**src/rtl/uart_pkg.sv**
```systemverilog
// Shared types and legal-range constants for the extended UART receiver.
// The PARITY state exists only when UART_RX_PARITY_EN is defined.
`timescale 1ns/1ps
package uart_pkg;

  localparam int unsigned DATA_BITS_MIN  = 5;
  localparam int unsigned DATA_BITS_MAX  = 9;
  localparam int unsigned STOP_BITS_MIN  = 1;
  localparam int unsigned STOP_BITS_MAX  = 2;
  localparam int unsigned OVERSAMPLE_LO  = 8;
  localparam int unsigned OVERSAMPLE_HI  = 16;

  typedef enum logic [2:0] {
    ST_IDLE      = 3'd0,
    ST_START     = 3'd1,
    ST_DATA      = 3'd2,
`ifdef UART_RX_PARITY_EN
    ST_PARITY    = 3'd3,
`endif
    ST_STOP      = 3'd4,
    ST_WAIT_HIGH = 3'd5
  } uart_state_e;

  // 2-of-3 vote used for every bit decision
  function automatic logic maj3(input logic a, input logic b, input logic c);
    return (a & b) | (a & c) | (b & c);
  endfunction

endpackage

```
**src/rtl/uart_baud_tick.sv**
```systemverilog
// Oversample tick generator: one-cycle tick every DIV clocks, realigned by restart.
`timescale 1ns/1ps
module uart_baud_tick #(
  parameter int unsigned DIV = 78
) (
  input  logic clk,
  input  logic rst_n,
  input  logic restart,
  output logic tick
);
  localparam int unsigned CW = $clog2(DIV) + 1;

  logic [CW-1:0] cnt;

  always_ff @(posedge clk) begin
    if (!rst_n) begin
      cnt  <= '0;
      tick <= 1'b0;
    end else if (restart) begin
      cnt  <= '0;
      tick <= 1'b0;
    end else if (cnt == CW'(DIV - 1)) begin
      cnt  <= '0;
      tick <= 1'b1;
    end else begin
      cnt  <= cnt + 1'b1;
      tick <= 1'b0;
    end
  end
endmodule

```
**src/rtl/uart_rx_ext.sv**
```systemverilog
// Oversampling UART receiver with majority voting, break handling and a valid/ready output.
// Optional parity check enabled by defining UART_RX_PARITY_EN.
`timescale 1ns/1ps
module uart_rx_ext
  import uart_pkg::*;
#(
  parameter int unsigned CLK_FREQ_HZ = 12000000,
  parameter int unsigned BAUD_RATE   = 9600,
  parameter int unsigned DATA_BITS   = 8,
  parameter int unsigned STOP_BITS   = 1,
  parameter int unsigned OVERSAMPLE  = 16,
  parameter int unsigned PARITY_ODD  = 0
) (
  input  logic                 clk,
  input  logic                 rst_n,
  input  logic                 rx,
  output logic [DATA_BITS-1:0] rx_data,
  output logic                 rx_valid,
  input  logic                 rx_ready,
  output logic                 frame_err,
  output logic                 parity_err,
  output logic                 overrun,
  output logic                 busy
);
  localparam int unsigned DIV = CLK_FREQ_HZ / (BAUD_RATE * OVERSAMPLE);
  localparam int unsigned SW  = $clog2(OVERSAMPLE);
  localparam int unsigned MID = OVERSAMPLE / 2;
  localparam int unsigned BW  = 4;

  if (DATA_BITS < DATA_BITS_MIN || DATA_BITS > DATA_BITS_MAX ||
      STOP_BITS < STOP_BITS_MIN || STOP_BITS > STOP_BITS_MAX ||
      (OVERSAMPLE != OVERSAMPLE_LO && OVERSAMPLE != OVERSAMPLE_HI) ||
      PARITY_ODD > 1 || DIV < 1) begin : g_bad_cfg
    $error("uart_rx_ext: illegal parameter set");
  end

  logic                 rx_m, rx_s;
  uart_state_e          state, state_nxt;
  logic                 tick, restart_c;
  logic [SW-1:0]        samp_cnt;
  logic [BW-1:0]        bit_cnt;
  logic                 s0, s1;
  logic [DATA_BITS-1:0] shreg;
  logic                 ferr_acc;
  logic                 decide_c, bit_val_c, last_c, done_c;

  always_ff @(posedge clk) begin
    if (!rst_n) begin
      rx_m <= 1'b1;
      rx_s <= 1'b1;
    end else begin
      rx_m <= rx;
      rx_s <= rx_m;
    end
  end

  // Divider phase is realigned to the detected start edge
  assign restart_c = (state == ST_IDLE) && !rx_s;

  uart_baud_tick #(.DIV(DIV)) u_tick (
    .clk     (clk),
    .rst_n   (rst_n),
    .restart (restart_c),
    .tick    (tick)
  );

  assign decide_c  = tick && (samp_cnt == SW'(MID + 1));
  assign bit_val_c = maj3(s0, s1, rx_s);

  always_ff @(posedge clk) begin
    if (!rst_n) state <= ST_IDLE;
    else        state <= state_nxt;
  end

  // Every transition out of a bit-timed state happens on that bit's vote
  always_comb begin
    state_nxt = state;
    last_c    = 1'b0;
    done_c    = 1'b0;
    case (state)
      ST_IDLE:      if (!rx_s) state_nxt = ST_START;
      ST_START:     if (decide_c) begin
                      last_c    = 1'b1;
                      state_nxt = bit_val_c ? ST_IDLE : ST_DATA;
                    end
      ST_DATA:      if (decide_c && bit_cnt == BW'(DATA_BITS - 1)) begin
                      last_c    = 1'b1;
`ifdef UART_RX_PARITY_EN
                      state_nxt = ST_PARITY;
`else
                      state_nxt = ST_STOP;
`endif
                    end
`ifdef UART_RX_PARITY_EN
      ST_PARITY:    if (decide_c) begin
                      last_c    = 1'b1;
                      state_nxt = ST_STOP;
                    end
`endif
      ST_STOP:      if (decide_c && bit_cnt == BW'(STOP_BITS - 1)) begin
                      last_c    = 1'b1;
                      done_c    = 1'b1;
                      state_nxt = bit_val_c ? ST_IDLE : ST_WAIT_HIGH;
                    end
      ST_WAIT_HIGH: if (rx_s) state_nxt = ST_IDLE;
      default:      state_nxt = ST_IDLE;
    endcase
  end

  always_ff @(posedge clk) begin
    if (!rst_n) begin
      samp_cnt <= '0;
      bit_cnt  <= '0;
      s0       <= 1'b0;
      s1       <= 1'b0;
      shreg    <= '0;
      ferr_acc <= 1'b0;
    end else if (state == ST_IDLE || state == ST_WAIT_HIGH) begin
      samp_cnt <= '0;
      bit_cnt  <= '0;
      ferr_acc <= 1'b0;
    end else begin
      if (tick) begin
        samp_cnt <= samp_cnt + 1'b1;
        if (samp_cnt == SW'(MID - 1)) s0 <= rx_s;
        if (samp_cnt == SW'(MID))     s1 <= rx_s;
      end
      if (decide_c) begin
        bit_cnt <= last_c ? '0 : bit_cnt + 1'b1;
        if (state == ST_DATA) shreg <= {bit_val_c, shreg[DATA_BITS-1:1]};
        if (state == ST_STOP && !bit_val_c) ferr_acc <= 1'b1;
      end
    end
  end

`ifdef UART_RX_PARITY_EN
  logic par_acc, par_bad;

  always_ff @(posedge clk) begin
    if (!rst_n || state == ST_IDLE) begin
      par_acc <= 1'b0;
      par_bad <= 1'b0;
    end else if (decide_c && state == ST_DATA) begin
      par_acc <= par_acc ^ bit_val_c;
    end else if (decide_c && state == ST_PARITY) begin
      par_bad <= (par_acc ^ bit_val_c) != 1'(PARITY_ODD);
    end
  end
`else
  assign parity_err = 1'b0;
`endif

  // Held word is never overwritten while the consumer still owes a handshake
  always_ff @(posedge clk) begin
    if (!rst_n) begin
      rx_data    <= '0;
      rx_valid   <= 1'b0;
      frame_err  <= 1'b0;
`ifdef UART_RX_PARITY_EN
      parity_err <= 1'b0;
`endif
      overrun    <= 1'b0;
      busy       <= 1'b0;
    end else begin
      overrun <= 1'b0;
      busy    <= (state_nxt != ST_IDLE);
      if (done_c && rx_valid && !rx_ready) begin
        overrun <= 1'b1;
      end else if (done_c) begin
        rx_data    <= shreg;
        rx_valid   <= 1'b1;
        frame_err  <= ferr_acc | !bit_val_c;
`ifdef UART_RX_PARITY_EN
        parity_err <= par_bad;
`endif
      end else if (rx_valid && rx_ready) begin
        rx_valid <= 1'b0;
      end
    end
  end
endmodule

```
**config.mk**
```make
export PLATFORM = sky130hd
export DESIGN_NAME = uart_rx_ext
export DESIGN_NICKNAME = d
export VERILOG_FILES = /design/src/rtl/uart_pkg.sv /design/src/rtl/uart_baud_tick.sv /design/src/rtl/uart_rx_ext.sv
export SDC_FILE = /design/constraint.sdc
export NUM_CORES = 1
export LEC_CHECK = 0
export CORE_MARGIN = 1.5
export CORE_UTILIZATION = 45
export DETAILED_ROUTE_END_ITERATION = 12
export GPL_TIMING_DRIVEN = 0
export PLACE_DENSITY_LB_ADDON = 0.05
export SLEW_MARGIN = 20
export SYNTH_ARGS = -nofsm -noshare
export SYNTH_HDL_FRONTEND = slang
export SYNTH_SLANG_ARGS = --single-unit
```
**constraint.sdc**
```tcl
create_clock -name clk -period 1.5 [get_ports clk]
set_input_delay 0.3 -clock clk [delete_from_list [all_inputs] [get_ports clk]]
set_output_delay 0.3 -clock clk [all_outputs]
set_load 0.03 [all_outputs]
```
# Word-level counts from Yosys, hierarchy flattened
# Index checks and enable logic that the tools add are counted.
# classes
n_bitwise	9
div	0
n_reduce_logical	25
multipliers	0
n_shift	0
add_sub_neg	3
eq_ne	9
magnitude_cmp	0
muxes	18
# op_table
op	n
$mux W3	6
$pmux W3 S5	1
$reduce_and A3 Y1	3
$add A4 B1 Y4 const B	2
$add A8 B1 Y8 const B	1
$eq A4 B3 Y1 const B	2
$eq A4 B4 Y1 const B	2
$eq A8 B7 Y1 const B	1
$logic_and A1 B1 Y1	8
$mux W1	8
$eq A3 B3 Y1 const B	2
$reduce_and A2 Y1	3
$logic_not A4 Y1	1
$mux W4	1
$reduce_or A2 Y1	2
$and A1 B1 Y1	3
$eq A3 B1 Y1 const B	1
$eq A3 B2 Y1 const B	1
$logic_not A1 Y1	3
$logic_not A3 Y1	1
$not A1 Y1	3
$or A1 B1 Y1	3
$pmux W1 S3	1
$reduce_bool A3 Y1	1
4 further kinds	4
# totals
in_bits	4
memories	0
mem_bits_ro	0
ram_bits	0
out_inout_bits	13
register_bits	45
wordCells	80
latchBits	0

# Depth between registers and ports, before layout
# depth
ltp_word	9
depth_mapped	8
mapped_depth_nobuf	6

# Hierarchy
# Synthesis repeated with hierarchy kept, for this count alone.
# unflattened
hier_cells	213
area_unflattened_um2	2035.7
# by_module_without_submodules
mod	n_inst	area_per_inst_um2	cells_per_inst
uart_rx_ext	1	1599.0	165
uart_baud_tick	1	436.7	48

# Least setup slack after synthesis
# OpenSTA, ideal clock, no wires.
# synth_timing
path_kind	register -> register
from	reg bit_cnt[0]
to	reg frame_err
arrival_time_ps	1420
path_buffers	1
required_ps	1378
path_stages_with_launch	7
slack_ps	-42
cell_sequence	dfxtp_1 inv_1 ha_1 nor3b_1 nand4_1 buf_4 o311a_1
# synth_via
elab_chain_cells	8
# synth_lines
item	line_no	text
from (decl)	uart_rx_ext.sv:41	logic [BW-1:0] bit_cnt;
from (signal assigned)	uart_rx_ext.sv:129	bit_cnt <= last_c ? '0 : bit_cnt + 1'b1;
$logic_not A4 Y1 *	uart_rx_ext.sv:100	ST_STOP: if (decide_c && bit_cnt == BW'(STOP_BITS - 1)) begin
$logic_and A1 B1 Y1 *	uart_rx_ext.sv:100	
$mux W1 *	uart_rx_ext.sv:100	
$mux W1 *	uart_rx_ext.sv:80	case (state)
$logic_and A1 B1 Y1 (2 in series)	uart_rx_ext.sv:167	if (done_c && rx_valid && !rx_ready) begin
$not A1 Y1 (no line)	-	
$reduce_and A2 Y1 (no line) *	-	
to (signal assigned)	uart_rx_ext.sv:172	frame_err <= ferr_acc | !bit_val_c;
to (decl)	uart_rx_ext.sv:20	output logic frame_err,
# Every way passes the cells marked *; elsewhere a longest branch is shown, timed or not.
# A chain may end at the register's enable or synchronous reset.

# Worst setup path in the final report
# Same ends and word-level chain as after synthesis.

==> summary.md <==
| Metric | Value |
|---|---|
| Status | `finished with violations` |
| Failing checks | `negative setup slack` |
| Clock Latency Late Sink | `290 ps` |
| Pre-CTS setup slack | `-235 ps` |
| Peak VDD IR | `0.598 mV` |
| First-pass DRT Iterations | `4` |
| Crit path max fanout | `5` |
| Critical path type | `reg2reg` |
| Longest Clk Path Bufs | `2` |
| Type of origin of the critical path | `register` |
| Core box area | `4000 um2` |
| Nets | `241` |
| # Max-Cap Violations | `0` |
| Crit share post-route | `1.04` |
| N_diodes | `0` |
| IO Port Bufs | `15` |
| Largest net degree at the start of global routing | `13` |
| Post-route ant nets | `0` |
| Yosys cell types | `35` |
| GPL Wtd Cong | `0.848` |
| Num CTS Buffers | `5` |
| Post-Layout Cell Count | `280` |
| Setup tns final | `-59.3 ps` |
| Fmax | `0.641 GHz` |
| TritonCTS clock tree | `built` |
| Final wirelength | `3770 um` |
| Area grow syn2layout | `26.1%` |
| Leak pwr | `1.08 nW` |
| Max Slew Vio Count | `0` |
| Placed insts | `261` |
| Die width | `67.6 um` |
| H-tree levels | `2` |
| Tmin final | `1560 ps` |
| Synth Register Bits | `45` |
| Initial antenna violation count | `0` |
| CP Data Arrival Time | `1740 ps` |
| Avg Cell Area, Syn | `9.59 um2` |
| Grt total ovfl | `0` |
| Vias in the first global route | `1382` |
| Clock slew at reported path FFs | `80 ps` |
| CTS Sinks | `45` |
| Hold-fix buffer count after cts | `0` |
| Synth async-reset ratio | `0` |
| Ys Warns | `0` |
| DRC Markers | `0` |
| Final setup vio count | `1` |
| Setup ws final | `-59.3 ps` |
| Post-synth EDFFs | `0` |
| Sequential fraction of the synthesis area | `0.479` |
| DPL Wire Length | `2520 um` |
| Core Util, Final | `0.593` |
| Power Dens Cells | `854 nW/um2` |
| CP Capture Type | `register` |
| Layout cells sized above 1 | `0.204` |
| Die Ht | `67.6 um` |
| Syn nets | `207` |
| Synth Cell Area | `1880 um2` |
| I/O pin count | `17` |
| First-pass GRT wire length | `6300 um` |
| HP Class | `reg2reg` |
| RSZ-0062 raised after global routing | `yes` |
| CTS root buf | `clkbuf_8` |
| Die ar. | `4580 um2` |
| Ys flop type | `dfxtp_1` |
| Starting Density | `0.470` |
| CP required | `1680 ps` |
| Clock Skews | `8.45 ps` |
| # rows | `23` |
| Gr usage total | `0.186` |
| Mapped Cells | `196` |
| Routed via count | `1440` |
| Drt wl/cell | `13.5 um` |
| Vias per cell | `5.14` |
| Final count of hold timing violations | `0` |
| First DRT Iteration DRCs | `74` |
[placed cells by master, fill, tap and decap left out, types with 6 or more instances in the layout]
cell	n
buf_4	14
clkbuf_8	6
dfxtp_1	39
dlygate4sd2_1	12
mux2i_1	19
nand2_1	8
nand2b_1	6
nor2_1	38
xor2_1	8
[Yosys cell counts, drive strengths merged, types with 2 or more instances]
cell type | count | area share
dfxtp | 45 | 0.48
nor2 | 38 | 0.076
mux2i | 19 | 0.10
xor2 | 9 | 0.042
inv | 8 | 0.016
nand2 | 8 | 0.016
ha | 7 | 0.047
nand2b | 6 | 0.020
nand3 | 6 | 0.019
nand4 | 5 | 0.017
a21oi | 4 | 0.011
and3 | 4 | 0.013
buf | 4 | 0.016
a31oi | 3 | 0.010
clkbuf | 3 | 0.0060
nor3b | 3 | 0.015
o21ai | 3 | 0.0080
xnor2 | 3 | 0.014
a2bb2oi | 2 | 0.0093
and4b | 2 | 0.011
nor3 | 2 | 0.0053
[final cells by class]
| cell class | instances | area (um2) |
|---|---|---|
| Buffer | 5 | 33.8 |
| Clock buffer | 7 | 86.3 |
| Fill cell | 369 | 1630 |
| Inverter | 8 | 30.0 |
| Multi-Input combinational cell | 136 | 1000 |
| Sequential cell | 45 | 911 |
| Tap cell | 50 | 62.6 |
| Timing Repair Buffer | 29 | 248 |
[flip-flops by register name, summed over array words and instances (netlist names)]
register	flops
state	3
shreg	8
bit_cnt	4
u_tick.tick	1
overrun	1
rx_valid	1
busy	1
frame_err	1
s1	1
ferr_acc	1
s0	1
samp_cnt	4
u_tick.cnt	8
rx_data	8
rx_m	1
rx_s	1
[cell families after synthesis]
logic type                 synth area share
and+or+nand+nor                       0.212
DFF                                   0.479
muxes                                 0.101
AOI/OAI and AO/OA                    0.0606
buffers and inverters                0.0379
xor gates and xnor gates             0.0559
adders and majority gates            0.0519
other                               0.00199
[path summary, 6_finish.rpt]
check	cells after the start	from	endpoint	slack (ps)
max	6	bit_cnt[0]	frame_err	-60
min	1	rx_m	rx_s	410
max reg2reg	6	bit_cnt[0]	frame_err	-60
min reg2reg	1	rx_m	rx_s	410
[through the flow]
step / hold WS, ps / power, mW / cell area (um2)
2_1_floorplan: 373 / 1.29 / 1890
3_5_place_dp: 391 / 1.32 / 2110
4_1_cts: 409 / 2.05 / 2330
3_3_place_gp: 390 / 1.31 / 2110
5_1_grt: 434 / 2.11 / 2370
6_report: 407 / 2.03 / 2370
[repair_timing]
action	4_1_cts	5_1_grt
pin swaps	5	4
setup buffers	12	2
cloned	1	0
endpoints found under the setup margin	35	31
gates resized for setup	29	15
[report_power, final]
group,internal [mW],switching (mW),total [mW]
clock network,0.366,0.371,0.736
logic,0.0285,0.0453,0.0738
registers,1.20,0.0116,1.22
[metal layers]
layer,track usage,part of all wire,wire (um),up-vias
met4,0.0714,0.014,53,0
met5,0,0,0,-
met1,0.221,0.46,1720,675
met3,0.0500,0.043,164,5
li1,-,-,-,732
met2,0.319,0.49,1840,28
[critical path, stage by stage (launching register included)]
cell,delay [ps]
dfxtp_2,330
inv_2,70
ha_4,120
nor3b_4,250
nand4_1,200
buf_6,190
o311a_1,280
Power figures use the tool's default switching activity.
==> patch 1, RTL diff (same settings) <==
Add a define of `UART_RX_PARITY_EN`.
--- a/src/rtl/uart_pkg.sv
+++ b/src/rtl/uart_pkg.sv
@@ -1,6 +1,8 @@
 // Shared types and legal-range constants for the extended UART receiver.
 // The PARITY state exists only when UART_RX_PARITY_EN is defined.
 `timescale 1ns/1ps
+`define UART_RX_PARITY_EN
+
 package uart_pkg;
 
   localparam int unsigned DATA_BITS_MIN  = 5;
Behaviour: no difference found for any inputs over 10 cycles, from zero or initial values and one cycle with rst_n low; that may be too few to reach the edited logic, so the function may still have changed.
==> patch 1 against the unedited design <==
  * The run still ends with setup timing left
  * Non-clock buffer count rose by 4
  * Power rose by 17%
  * Worst setup slack got worse by 170 ps
  * First-iteration DRC count fell by 49%
  * Clock power rose by 37%
  * Sequential cell count rose by 3
  * Final cell count rose by 9.6%
  * Critical path depth rose by 1
  * Cell area rose by 12%
  * Highest routed layer unchanged
  * Sequential share of layout area fell by 1.8 points
  * Global-route usage fell by 1.5 points
  * Wire length rose by 9.9%
  * Synthesized area rose by 7.7%
==> patch 1: results (changes against the unedited design) <==
| Metric | Value |
|---|---|
| Max IR drop VDD | `0.000551 V (-7.7%)` |
| Final setup fails | `26 (+25)` |
| Gpl congestion | `0.791 (-6.7%)` |
| Netlist cell types | `38 (+8.6%)` |
| CP max-delay cell | `or3b_4` |
| Outcome | `complete, but fails checks` |
| Violated checks | `setup timing` |
| Clk pwr | `1.01 mW (+37%)` |
| HPWL Detailed | `2840 µm (+13%)` |
| Starting DRT DRC Count | `38 (-49%)` |
| # clock sinks | `48 (+6.7%)` |
| Nets | `266 (+10%)` |
| Fill count | `400 (+8.4%)` |
| Fraction of area in registers | `0.366 (-0.0183)` |
| Invs w/o clock | `7 (-1)` |
| Clock Skew | `2.25 ps (-6.19 ps)` |
| Post-DR wirelength/cell | `13.5 µm (+0.20%)` |
| Register area share after synthesis | `0.474 (-0.00468)` |
| Worst EP arrival | `1930 ps (+190 ps)` |
| Static leakage | `1.16 nW (+7.5%)` |
| Power share of the sequential group | `0.545 (-0.055)` |
| Data buffer area share | `0.132 (+0.0133)` |
| Hold depth | `2 (+1)` |
| Critical path's largest stage delay | `400 ps (+70 ps)` |
| List of most frequent post-synthesis cells | `dfxtp_1, nor2_1, mux2i_1` |
| Multi-input gate area | `0.00112 mm² (+12%)` |
| Non-clock buffer count | `38 (+12%)` |
| Fin worst setup slack | `-234 ps (-175 ps)` |
| Tightest Hold Check Type | `in -> reg` |
| Largest net degree at the start of global routing | `15 (+2)` |
-- patch 1: cell families (layout without fill, tap and decap cells) --
group           after synthesis  after routing  share of synthesized area
compound gates               21             21                     0.0618
xor+xnor                     12             12                     0.0519
fa+ha+maj                     8              8                     0.0482
buf+inv                      16             52                     0.0395
flops                        48             48                      0.474
mux                          20             20                     0.0988
simple gates                 94             94                      0.225
-- patch 1: metal layers --
metal,vias to the layer above,part of all wire,global-route usage
met4,0,0.011,0.0641
li1,807,-,-
met2,23,0.50,0.297
met5,-,0,0
met1,753,0.45,0.199
met3,5,0.033,0.0491
-- patch 1: metrics by stage --
stage | setup TNS, ps | cells | hold WS, ps | worst slack, ps | area, µm²
after global routing | -5180 | 307 | 359 | -299 | 2650
after CTS | -3540 | 303 | 343 | -221 | 2540
final | -3340 | 307 | 343 | -234 | 2650
after floorplan | -647 | 219 | 386 | -123 | 2060
after detailed placement | -4740 | 286 | 393 | -293 | 2280
after global placement | -3590 | 286 | 390 | -270 | 2280
==> patch 2, RTL diff (same settings) <==
Without the edit above. Register the input `rx` before use, with the module's reset. The logic sees it one clock later. The other inputs are not delayed to match.
--- a/src/rtl/uart_rx_ext.sv
+++ b/src/rtl/uart_rx_ext.sv
@@ -27,6 +27,16 @@
   localparam int unsigned MID = OVERSAMPLE / 2;
   localparam int unsigned BW  = 4;
 
+  logic rx_q;
+
+  always_ff @(posedge clk) begin
+    if (!rst_n) begin
+      rx_q <= '0;
+    end else begin
+      rx_q <= rx;
+    end
+  end
+
   if (DATA_BITS < DATA_BITS_MIN || DATA_BITS > DATA_BITS_MAX ||
       STOP_BITS < STOP_BITS_MIN || STOP_BITS > STOP_BITS_MAX ||
       (OVERSAMPLE != OVERSAMPLE_LO && OVERSAMPLE != OVERSAMPLE_HI) ||
@@ -49,7 +59,7 @@
       rx_m <= 1'b1;
       rx_s <= 1'b1;
     end else begin
-      rx_m <= rx;
+      rx_m <= rx_q;
       rx_s <= rx_m;
     end
   end
Behaviour: not the same (a bounded check fails within 4 cycles, from zero or initial values and one cycle with rst_n low).
==> patch 2 against the unedited design <==
  * The run still ends with setup timing left
  * Final cell count rose by 4.6%
  * First-iteration DRC count fell by 53%
  * Wire length rose by 5.9%
  * Fmax up 3.4%
  * Combinational power rose by 29%
  * Critical path depth is 1 higher
  * Power grew 3.1%
  * Sequential cell count grew 1
  * Via count grew 5.3%
  * Cell area rose by 2.4%
  * Global-route usage decreased by 0.77 points
  * Worst setup slack gained 51 ps
  * Clock skew fell by 1.4 ps
  * Synthesized area rose by 6.5%
==> patch 2: results (changes against the unedited design) <==
| Metric | Value |
|---|---|
| Vias in the first global route | `1503 (+8.8%)` |
| Global-route wire length before repair | `6890 µm (+9.4%)` |
| Clock Skew | `7.05 ps (-1.40 ps)` |
| HPWL Detailed | `2770 µm (+10%)` |
| Post-DR wirelength/cell | `13.6 µm (+1.2%)` |
| Final setup fails | `2 (+1)` |
| Fin worst setup slack | `-8.59 ps (+50.8 ps)` |
| Synth top area cells | `dfxtp_1, mux2i_1, nor2_1` |
| Grt met3 use | `0.0669 (+0.0169)` |
| Violated checks | `setup timing` |
| P_sw | `0.491 mW (+15%)` |
| Post-Syn Nets | `220 (+6.3%)` |
| Setup TNS | `-9.86 ps (+49.5 ps)` |
| Gpl congestion | `0.827 (-2.5%)` |
| Largest net degree at the start of global routing | `16 (+3)` |
| Static leakage | `1.09 nW (+0.50%)` |
| Outcome | `complete, but fails checks` |
| Fill count | `403 (+9.2%)` |
| Netlist cell types | `36 (+2.9%)` |
| GRT Total Usage | `0.179 (-0.00771)` |
| Starting DRT DRC Count | `35 (-53%)` |
| Register area share after synthesis | `0.460 (-0.0190)` |
| GR Layer Usage met2 | `0.307 (-0.0120)` |
| Yosys warns | `0 (unchanged)` |
| Max IR drop VDD | `0.000564 V (-5.7%)` |
| Worst EP arrival | `1680 ps (-60 ps)` |
| List of most frequent post-synthesis cells | `dfxtp_1, nor2_1, mux2i_1` |
| GR Layer Usage met1 | `0.210 (-0.0118)` |
| Nets | `251 (+4.1%)` |
| Vias/cell | `5.18 (+0.67%)` |
| Fraction of layout cells with a size suffix above 1 | `0.183 (-0.0218)` |
-- patch 2: cell families after synthesis --
group                    Yosys count  share of synthesized area
AO/OA/AOI/OAI                     16                     0.0469
other                              1                    0.00187
XOR/XNOR                          10                     0.0438
buffers and inverters             16                     0.0494
multiplexers                      19                     0.0950
adder cells (fa/ha/maj)            8                     0.0487
flip-flops                        46                      0.460
AND/OR/NAND/NOR                   93                      0.254
-- patch 2: timing repair --
item / 4_1_cts / 5_1_grt
resized for setup: 28 / 4
hold endpoints to repair: 0 / 0
gates cloned: 2 / 0
pin swaps: 5 / 1
setup buffers: 6 / 1
setup endpoints to repair: 39 / 27
-- patch 2: path summary, 6_finish.rpt --
path | slack (ps) | from | to | cells after the start
max | -9 | samp_cnt[1] | frame_err | 7
min | 420 | rx_m | rx_s | 1
max reg2reg | -9 | samp_cnt[1] | frame_err | 7
min reg2reg | 420 | rx_m | rx_s | 1
-- patch 2: cell type report --
class | count | area, µm² | area share
Buffer | 10 | 80.1 | 0.0330
Clock buffer | 5 | 68.8 | 0.0283
Clock inverter | 3 | 21.3 | 0.00876
Inverter | 6 | 22.5 | 0.00927
Multi-Input combinational cell | 147 | 1040 | 0.429
Sequential cell | 46 | 928 | 0.382
Tap cell | 52 | 65.1 | 0.0268
Timing Repair Buffer | 24 | 200 | 0.0824
-- patch 2: power by group through the flow --
stage / registers (mW) / logic, mW / clock network (mW)
detailed placement: 1.27 / 0.0915 / 0
finish: 1.24 / 0.0951 / 0.750
global route: 1.25 / 0.105 / 0.845
CTS: 1.24 / 0.0922 / 0.776
floorplan: 1.28 / 0.0595 / 0
global placement: 1.27 / 0.0893 / 0
-- patch 2: stage by stage --
| stage | area [µm²] | instances | hold WS [ps] | setup slack [ps] | power (mW) |
|---|---|---|---|---|---|
| floorplan | 2000 | 209 | 373 | 79.4 | 1.34 |
| finish | 2430 | 293 | 424 | -8.59 | 2.09 |
| detailed placement | 2220 | 276 | 400 | -185 | 1.37 |
| CTS | 2400 | 292 | 425 | 8.14 | 2.11 |
| global placement | 2220 | 276 | 396 | -153 | 1.36 |
| global route | 2430 | 293 | 458 | -102 | 2.20 |
-- patch 2: metal layers --
metal	up-vias	part of all wire	wire, µm
li1	772	-	-
met1	719	0.46	1840
met2	22	0.50	1980
met3	4	0.033	133
met4	0	0.010	40
met5	-	0	0
